`src/rtl/mem_arbiter_pkg.sv`:
```
// Shared encodings for the instruction/data memory arbiter.
// Grant states and port identifiers used by the FSM and the debug counters.
package mem_arbiter_pkg;

    typedef enum logic [1:0] {
        ARB_IDLE  = 2'd0,
        ARB_GNT_I = 2'd1,
        ARB_GNT_D = 2'd2
    } arb_state_e;

    localparam logic ARB_PORT_I = 1'b0;
    localparam logic ARB_PORT_D = 1'b1;

    localparam int DATA_WIDTH = 32;

endpackage

```
`src/rtl/mem_arbiter.sv`:
```
// Round-robin arbiter giving the I-CMU or D-CMU exclusive use of the shared RAM.
// A grant is held for as long as the owner keeps cs high, so line bursts stay whole.
module mem_arbiter
    import mem_arbiter_pkg::*;
#(
    parameter int ADDR_WIDTH = 32,
    parameter int CNT_WIDTH  = 16
) (
    input  logic                  clk,
    input  logic                  rst,

    input  logic                  i_cs_i,
    input  logic                  i_we_i,
    input  logic [ADDR_WIDTH-1:0] i_addr_i,
    input  logic [DATA_WIDTH-1:0] i_data_i,
    output logic [DATA_WIDTH-1:0] i_data_o,
    output logic                  i_ack_o,

    input  logic                  d_cs_i,
    input  logic                  d_we_i,
    input  logic [ADDR_WIDTH-1:0] d_addr_i,
    input  logic [DATA_WIDTH-1:0] d_data_i,
    output logic [DATA_WIDTH-1:0] d_data_o,
    output logic                  d_ack_o,

    output logic                  mem_cs_o,
    output logic                  mem_we_o,
    output logic [ADDR_WIDTH-1:0] mem_addr_o,
    output logic [DATA_WIDTH-1:0] mem_data_o,
    input  logic [DATA_WIDTH-1:0] mem_data_i,
    input  logic                  mem_ack_i,

    output logic [CNT_WIDTH-1:0]  i_cnt_o,
    output logic [CNT_WIDTH-1:0]  d_cnt_o
);

    arb_state_e           state_q, state_d;
    logic                 last_q, last_d;
    logic [CNT_WIDTH-1:0] i_cnt_q, i_cnt_d;
    logic [CNT_WIDTH-1:0] d_cnt_q, d_cnt_d;
    logic                 gnt_i, gnt_d;

    always_ff @(posedge clk) begin
        if (rst) begin
            state_q <= ARB_IDLE;
            last_q  <= ARB_PORT_I;
            i_cnt_q <= '0;
            d_cnt_q <= '0;
        end else begin
            state_q <= state_d;
            last_q  <= last_d;
            i_cnt_q <= i_cnt_d;
            d_cnt_q <= d_cnt_d;
        end
    end

    // Release hands straight over to a waiting port, avoiding an IDLE bubble.
    always_comb begin
        state_d = state_q;
        last_d  = last_q;
        unique case (state_q)
            ARB_IDLE: begin
                if (i_cs_i && d_cs_i) begin
                    state_d = (last_q == ARB_PORT_I) ? ARB_GNT_D : ARB_GNT_I;
                end else if (i_cs_i) begin
                    state_d = ARB_GNT_I;
                end else if (d_cs_i) begin
                    state_d = ARB_GNT_D;
                end
            end
            ARB_GNT_I: begin
                if (!i_cs_i) begin
                    last_d  = ARB_PORT_I;
                    state_d = d_cs_i ? ARB_GNT_D : ARB_IDLE;
                end
            end
            ARB_GNT_D: begin
                if (!d_cs_i) begin
                    last_d  = ARB_PORT_D;
                    state_d = i_cs_i ? ARB_GNT_I : ARB_IDLE;
                end
            end
            default: begin
                state_d = ARB_IDLE;
            end
        endcase
    end

    assign gnt_i = (state_q == ARB_GNT_I);
    assign gnt_d = (state_q == ARB_GNT_D);

    always_comb begin
        mem_cs_o   = 1'b0;
        mem_we_o   = 1'b0;
        mem_addr_o = '0;
        mem_data_o = '0;
        if (gnt_i) begin
            mem_cs_o   = i_cs_i;
            mem_we_o   = i_we_i;
            mem_addr_o = i_addr_i;
            mem_data_o = i_data_i;
        end else if (gnt_d) begin
            mem_cs_o   = d_cs_i;
            mem_we_o   = d_we_i;
            mem_addr_o = d_addr_i;
            mem_data_o = d_data_i;
        end
    end

    // A late RAM ack after the owner dropped cs must not reach either CMU.
    assign i_ack_o  = mem_ack_i & gnt_i & i_cs_i & ~rst;
    assign d_ack_o  = mem_ack_i & gnt_d & d_cs_i & ~rst;
    assign i_data_o = gnt_i ? mem_data_i : '0;
    assign d_data_o = gnt_d ? mem_data_i : '0;

    assign i_cnt_d = i_cnt_q + {{(CNT_WIDTH-1){1'b0}}, i_ack_o};
    assign d_cnt_d = d_cnt_q + {{(CNT_WIDTH-1){1'b0}}, d_ack_o};
    assign i_cnt_o = i_cnt_q;
    assign d_cnt_o = d_cnt_q;

endmodule

```
`config.mk`:
```
export PLATFORM = sky130hd
export DESIGN_NAME = mem_arbiter
export DESIGN_NICKNAME = d
export VERILOG_FILES = /design/src/rtl/mem_arbiter_pkg.sv /design/src/rtl/mem_arbiter.sv
export SDC_FILE = /design/constraint.sdc
export NUM_CORES = 1
export LEC_CHECK = 0
export ABC_CLOCK_PERIOD_IN_PS = 3000
export CAP_MARGIN = 25
export CELL_PAD_IN_SITES_DETAIL_PLACEMENT = 2
export CELL_PAD_IN_SITES_GLOBAL_PLACEMENT = 2
export CORE_AREA = 2 2 155 157
export CTS_CLUSTER_SIZE = 10
export DETAILED_ROUTE_END_ITERATION = 8
export DIE_AREA = 0 0 157 159
export PLACE_DENSITY = 0.85
export SYNTH_ARGS = -nofsm -noshare
export SYNTH_HDL_FRONTEND = slang
export SYNTH_SLANG_ARGS = --single-unit
```
`constraint.sdc`:
```
create_clock -name clk -period 3 [get_ports clk]
set_input_delay 0.75 -clock clk [delete_from_list [all_inputs] [get_ports clk]]
set_output_delay 0.75 -clock clk [all_outputs]
set_load 0.03 [all_outputs]
```
### Yosys cells after proc, flatten, opt, wreduce, memory -nomap -nowiden

Cells that the tools add are included.

| cells by class | value |
|---|---|
| $add $sub $neg | 2 |
| eq/ne operators | 5 |
| mux-type cells | 22 |
| bitwise logic cells | 7 |
| reductions and logical operators | 5 |

Operator list:

| cell | number |
|---|---|
| 32-bit 2-to-1 mux | 6 |
| 16-bit by 1-bit adder with 16-bit output | 2 |
| 2-bit 2-to-1 mux | 7 |
| 1-bit 2-to-1 mux | 7 |
| 1-bit bitwise AND | 6 |
| 2-bit one-hot mux with 3 select lines | 1 |
| 3-bit AND reduction | 2 |
| 2-bit != test (second input constant) | 2 |
| 4-bit != test (second input constant) | 1 |
| 2-bit by 1-bit equality test with 1-bit output (second input constant) | 1 |
| 2-bit equality test (second input constant) | 1 |
| 2-bit logical NOT | 1 |
| 1-bit one-hot mux with 2 select lines | 1 |
| 2-bit nonzero test | 1 |
| 1-bit logical AND | 1 |
| 1-bit inverter | 1 |

| storage, ports and cells | value |
|---|---|
| flip-flop bits (word level) | 35 |
| output and inout port bits | 164 |
| logic and storage cells | 45 |

### Logic depth before layout (Yosys ltp)

| depth | value |
|---|---|
| depth in word-level cells | 5 |
| gate-level depth with buffers | 9 |
| mapped depth without buffers | 7 |

### Worst setup path before layout

No wires, ideal clock.

| timing | value |
|---|---|
| path kind | input to register |
| start | input rst |
| end | register d_cnt_q[14] (netlist: d_cnt_o[14]) |
| data arrival time | 2.911 ns |
| required time | 2.879 ns |
| slack | -0.032 ns |
| stages | 8 |
| buffers on the path | 2 |
| path through | clkbuf_1 buf_2 and4b_1 ha_1 ha_1 nand4_2 nor4_1 mux2_2 |

| on the way | value |
|---|---|
| word-level cells in the longest chain between the ends | 3 |

RTL lines:

| what | RTL line | source |
|---|---|---|
| from (decl) | mem_arbiter.sv:10 | `input logic rst,` |
| 1-bit inverter | mem_arbiter.sv:112 | `assign d_ack_o = mem_ack_i & gnt_d & d_cs_i & ~rst;` |
| 1-bit bitwise AND | mem_arbiter.sv:112 |  |
| via d_ack_o | mem_arbiter.sv:24 | `output logic d_ack_o,` |
| 16-bit by 1-bit adder with 16-bit output | mem_arbiter.sv:117 | `assign d_cnt_d = d_cnt_q + {{(CNT_WIDTH-1){1'b0}}, d_ack_o};` |
| to (signal assigned) | mem_arbiter.sv:53 | `d_cnt_q <= d_cnt_d;` |
| to (decl) | mem_arbiter.sv:40 | `logic [CNT_WIDTH-1:0] d_cnt_q, d_cnt_d;` |

The timed path passes the listed nets, and every way through them passes these cells.
A chain may end at the register's enable or synchronous reset.

### Worst setup path after layout

| timing | value |
|---|---|
| start | input i_cs_i |
| end | output mem_cs_o |

| on the way | value |
|---|---|
| word-level cells in the longest chain between the ends | 1 |

RTL lines:

| what | RTL line | source |
|---|---|---|
| from (decl) | mem_arbiter.sv:12 | `input logic i_cs_i,` |
| 1-bit 2-to-1 mux | mem_arbiter.sv:97 | `if (gnt_i) begin` |
| to (decl) | mem_arbiter.sv:26 | `output logic mem_cs_o,` |

No other way between the ends.

==> impl_metrics.csv <==
group,metric,value,unit
sta,tightest_slew,450,ps
cts,ctsHtreeMaxLevel,2,
power,internal_power,0.00133,W
worst_setup_path,crit_top_cell,"clkdlybuf4s50_1",
power,p_per_area,287,nW/um^2
drt,firstDrtPassIters,4,
cells_and_area,multi_input_area,1930,sq um
power,switching_share,32.8,%
floorplanning,die_area,25000,sq um
yosys,yosysMostFrequentCell,"a22o_1",
drt,postRouteAntennaNets,0,
worst_setup_path,crit_fanout,5,
cts,clk_path_buf_depth,2,
cts,cts_hold_buffers,0,
sta,maxSlewViolCount,0,
yosys,synth-edff-count,0,
yosys,syn-num-nets,512,
placement,pre_cts_slack,-17.4,ps
yosys,yosysTopAreaCell,"dfxtp_1",
worst_setup_path,reg2reg_slack,360,ps
global_route,antenna_found_initial,0,
placement,io_buffers,330,
sta,relSlewSlack,70.0,%
yosys,synthArstFlopShare,0,%
worst_setup_path,endpoint_kind,"output port",
worst_setup_path,crit_required,2250,ps
yosys,ys_ff_latch,35,
cells_and_area,n_fill_cell,2588,
floorplanning,rows,56,
yosys,synth_area_leaders,"dfxtp_1 25%, a22o_1 21%, and2_1 15%",
global_route,grt_max_degree,73,
drt,drc,0,
outcome,status,"finished clean",
hold_path,hold_path_class,"reg2reg",
global_route,grt_pass1_vias,4519,
worst_setup_path,critPathMaxStageDelay,660,ps
drt,num_vias,4045,
yosys,synth_area,2750,sq um
floorplanning,core,23200,sq um
global_route,grt_util_all_layers,15.6,%
sta,final_hold_viol_count,0,
power,p_seq_share,24.0,%
cts,path_clk_slew,60,ps
placement,dpl.hpwl,16900,microns
yosys,synth_top_area_share,25.5,%
power,leakage,3.22,nW
sta,layout_min_cycle_time,2920,ps
sta,final.setup.tns,0,ps
sta,finClkSkew,8.27,ps
sta,min_period_over_period,97.3,%
drt,viasPerCell,4.11,
floorplanning,initial_utilization,11.9,%
cts,clock_sinks,35,
worst_setup_path,cpMaxStageDelayCell,"clkdlybuf4s50_1",
sta,rsz0062_at_grt,"true",
sta,fin_ws,81.4,ps
worst_setup_path,path_cells,"clkdlybuf4s50_1, a22o_1, clkdlybuf4s50_1",
cells_and_area,final-seq-area,701,sq um
floorplanning,die_x,157,microns
yosys,synth-seq-area-share,25.5,%
drt,wl_per_cell,20.3,microns
power,pwr-share-clk,30.5,%
cells_and_area,nets,837,
cts,numCtsBuffers,5,
cells_and_area,drive_gt1_share,17.4,%
placement,gp_congestion,0.806,
sta,setup_viol,0,
yosys,synthTopCellsByCount,"66 x a22o_1, 64 x and2_1, 35 x dfxtp_1",
power,combPwrFrac,45.5,%
worst_setup_path,reg2reg_from,"state_q[1]",
cts,insertion_delay,280,ps
yosys,syn-mean-instance-area,8.11,sq um
floorplanning,ios,331,
cells_and_area,areaGrowthSynthToFinish,151,%
drt,drt-initial-drc-count,130,
drt,wl,20000,microns
job,cap_violations,0,
worst_setup_path,worstSetupStartpoint,"i_cs_i",
yosys,synth_warnings,0,
cts,cts_tree,"yes",
yosys,synth.distinct_cells,29,
global_route,grt_pass1_wl,29400,microns
worst_setup_path,worstPathArrival,2170,ps
power,ir_drop,0.218,mV
yosys,synth_cells,339,
cts,cts-root-buf,"clkbuf_16",
floorplanning,dieHeight,159,microns
worst_setup_path,path_class,"in2out",
power,power_switching,0.000648,W
yosys,synth-main-ff-cell,"dfxtp_1",
global_route,grt_overflow_total,0,
worst_setup_path,start_kind,"primary input",
sta,max_freq,343,MHz
hold_path,worstHoldStart,"d_cnt_o[7]",
==> cell type report <==
class	instances	area share, %
multi-input cells	271	28.0
well taps	319	5.79
flip-flops and latches	35	10.2
repair buffers	346	53.2
clock buffers	5	1.82
clock inverters	3	0.636
inverters	5	0.272
diodes	1	0.0363
==> worst max-delay path, delay by kind of cell <==
family | cells | cell delay [ps]
buf+inv | 2 | 1250
compound gates | 1 | 180
==> layout by cell type, fill, tap and decap left out, types with 2 or more instances in the layout <==
cell / instances
clkdlybuf4s50_1: 219
a22o_1: 66
and2_1: 64
buf_4: 62
dfxtp_1: 35
dlymetal6s2s_1: 35
buf_12: 27
nor2_1: 17
nor2b_1: 16
a21oi_1: 13
nand3_1: 12
mux2_2: 10
nor4_1: 9
nand2_1: 8
o31ai_1: 7
or4_1: 7
nand4_1: 6
o21ai_0: 6
ha_1: 6
inv_1: 5
or3_1: 5
clkbuf_16: 5
xor2_1: 4
nor2b_4: 2
nand4_2: 2
o22ai_1: 2
and3b_1: 2
xnor2_1: 2
buf_6: 2
==> sequential cells by signal, summed over array words and instances (netlist names) <==
name and count:
i_cnt_o 16, last_q 1, d_cnt_o 16, state_q 2
==> per-layer routing <==
layer | vias to the layer above | wire (microns) | GRT usage [%]
met1 | 1970 | 8190 | 19.3
met5 | - | 0 | 0
met2 | 161 | 10200 | 27.7
met4 | 0 | 110 | 1.75
met3 | 10 | 1460 | 4.14
li1 | 1904 | - | -
==> power by group through the flow <==
stage	Combinational, W	Sequential [W]	Clock, W
after global routing	0.000943	0.000475	0.000649
after CTS	0.000915	0.000474	0.000622
after detailed placement	0.000912	0.000484	0
after floorplan	0.000355	0.000483	0
final	0.000899	0.000474	0.000601
after global placement	0.000898	0.000484	0
==> metrics by stage <==
stage | utilization, % | cells | instance area (sq um) | total power, W | hold WS, ps
2_1_floorplan | - | 339 | 2750 | 0.000838 | 475
3_3_place_gp | 28.6 | 976 | 6620 | 0.00138 | 498
3_5_place_dp | 28.6 | 976 | 6620 | 0.00140 | 526
4_1_cts | 29.3 | 984 | 6790 | 0.00201 | 538
5_1_grt | 29.7 | 984 | 6890 | 0.00207 | 553
6_report | 29.7 | 985 | 6890 | 0.00197 | 533
==> what timing repair did <==
action	in CTS	in global routing
pin swaps	0	0
buffers inserted	0	0
endpoints found under the setup margin	1	39
resized for setup	1	37
==> worst paths after layout <==
path,end,depth (start not counted)
setup / recovery,mem_cs_o,3
hold / removal,d_cnt_o[7],2
setup reg to reg,d_cnt_o[14],8
hold reg to reg,d_cnt_o[7],2
==> kinds of logic (layout without fill, tap and decap cells) <==
logic type / count (synthesis) / count (layout) / synth area share, %
buf+inv: 33 / 359 / 4.82
xor+xnor: 6 / 6 / 1.91
compound gates: 95 / 95 / 27.1
flops: 35 / 35 / 25.5
fa+ha+maj: 6 / 6 / 2.73
simple gates: 154 / 154 / 33.8
mux: 10 / 10 / 4.10
other cells: 0 / 1 / 0
Note: power is estimated with default switching activity, not from simulation.
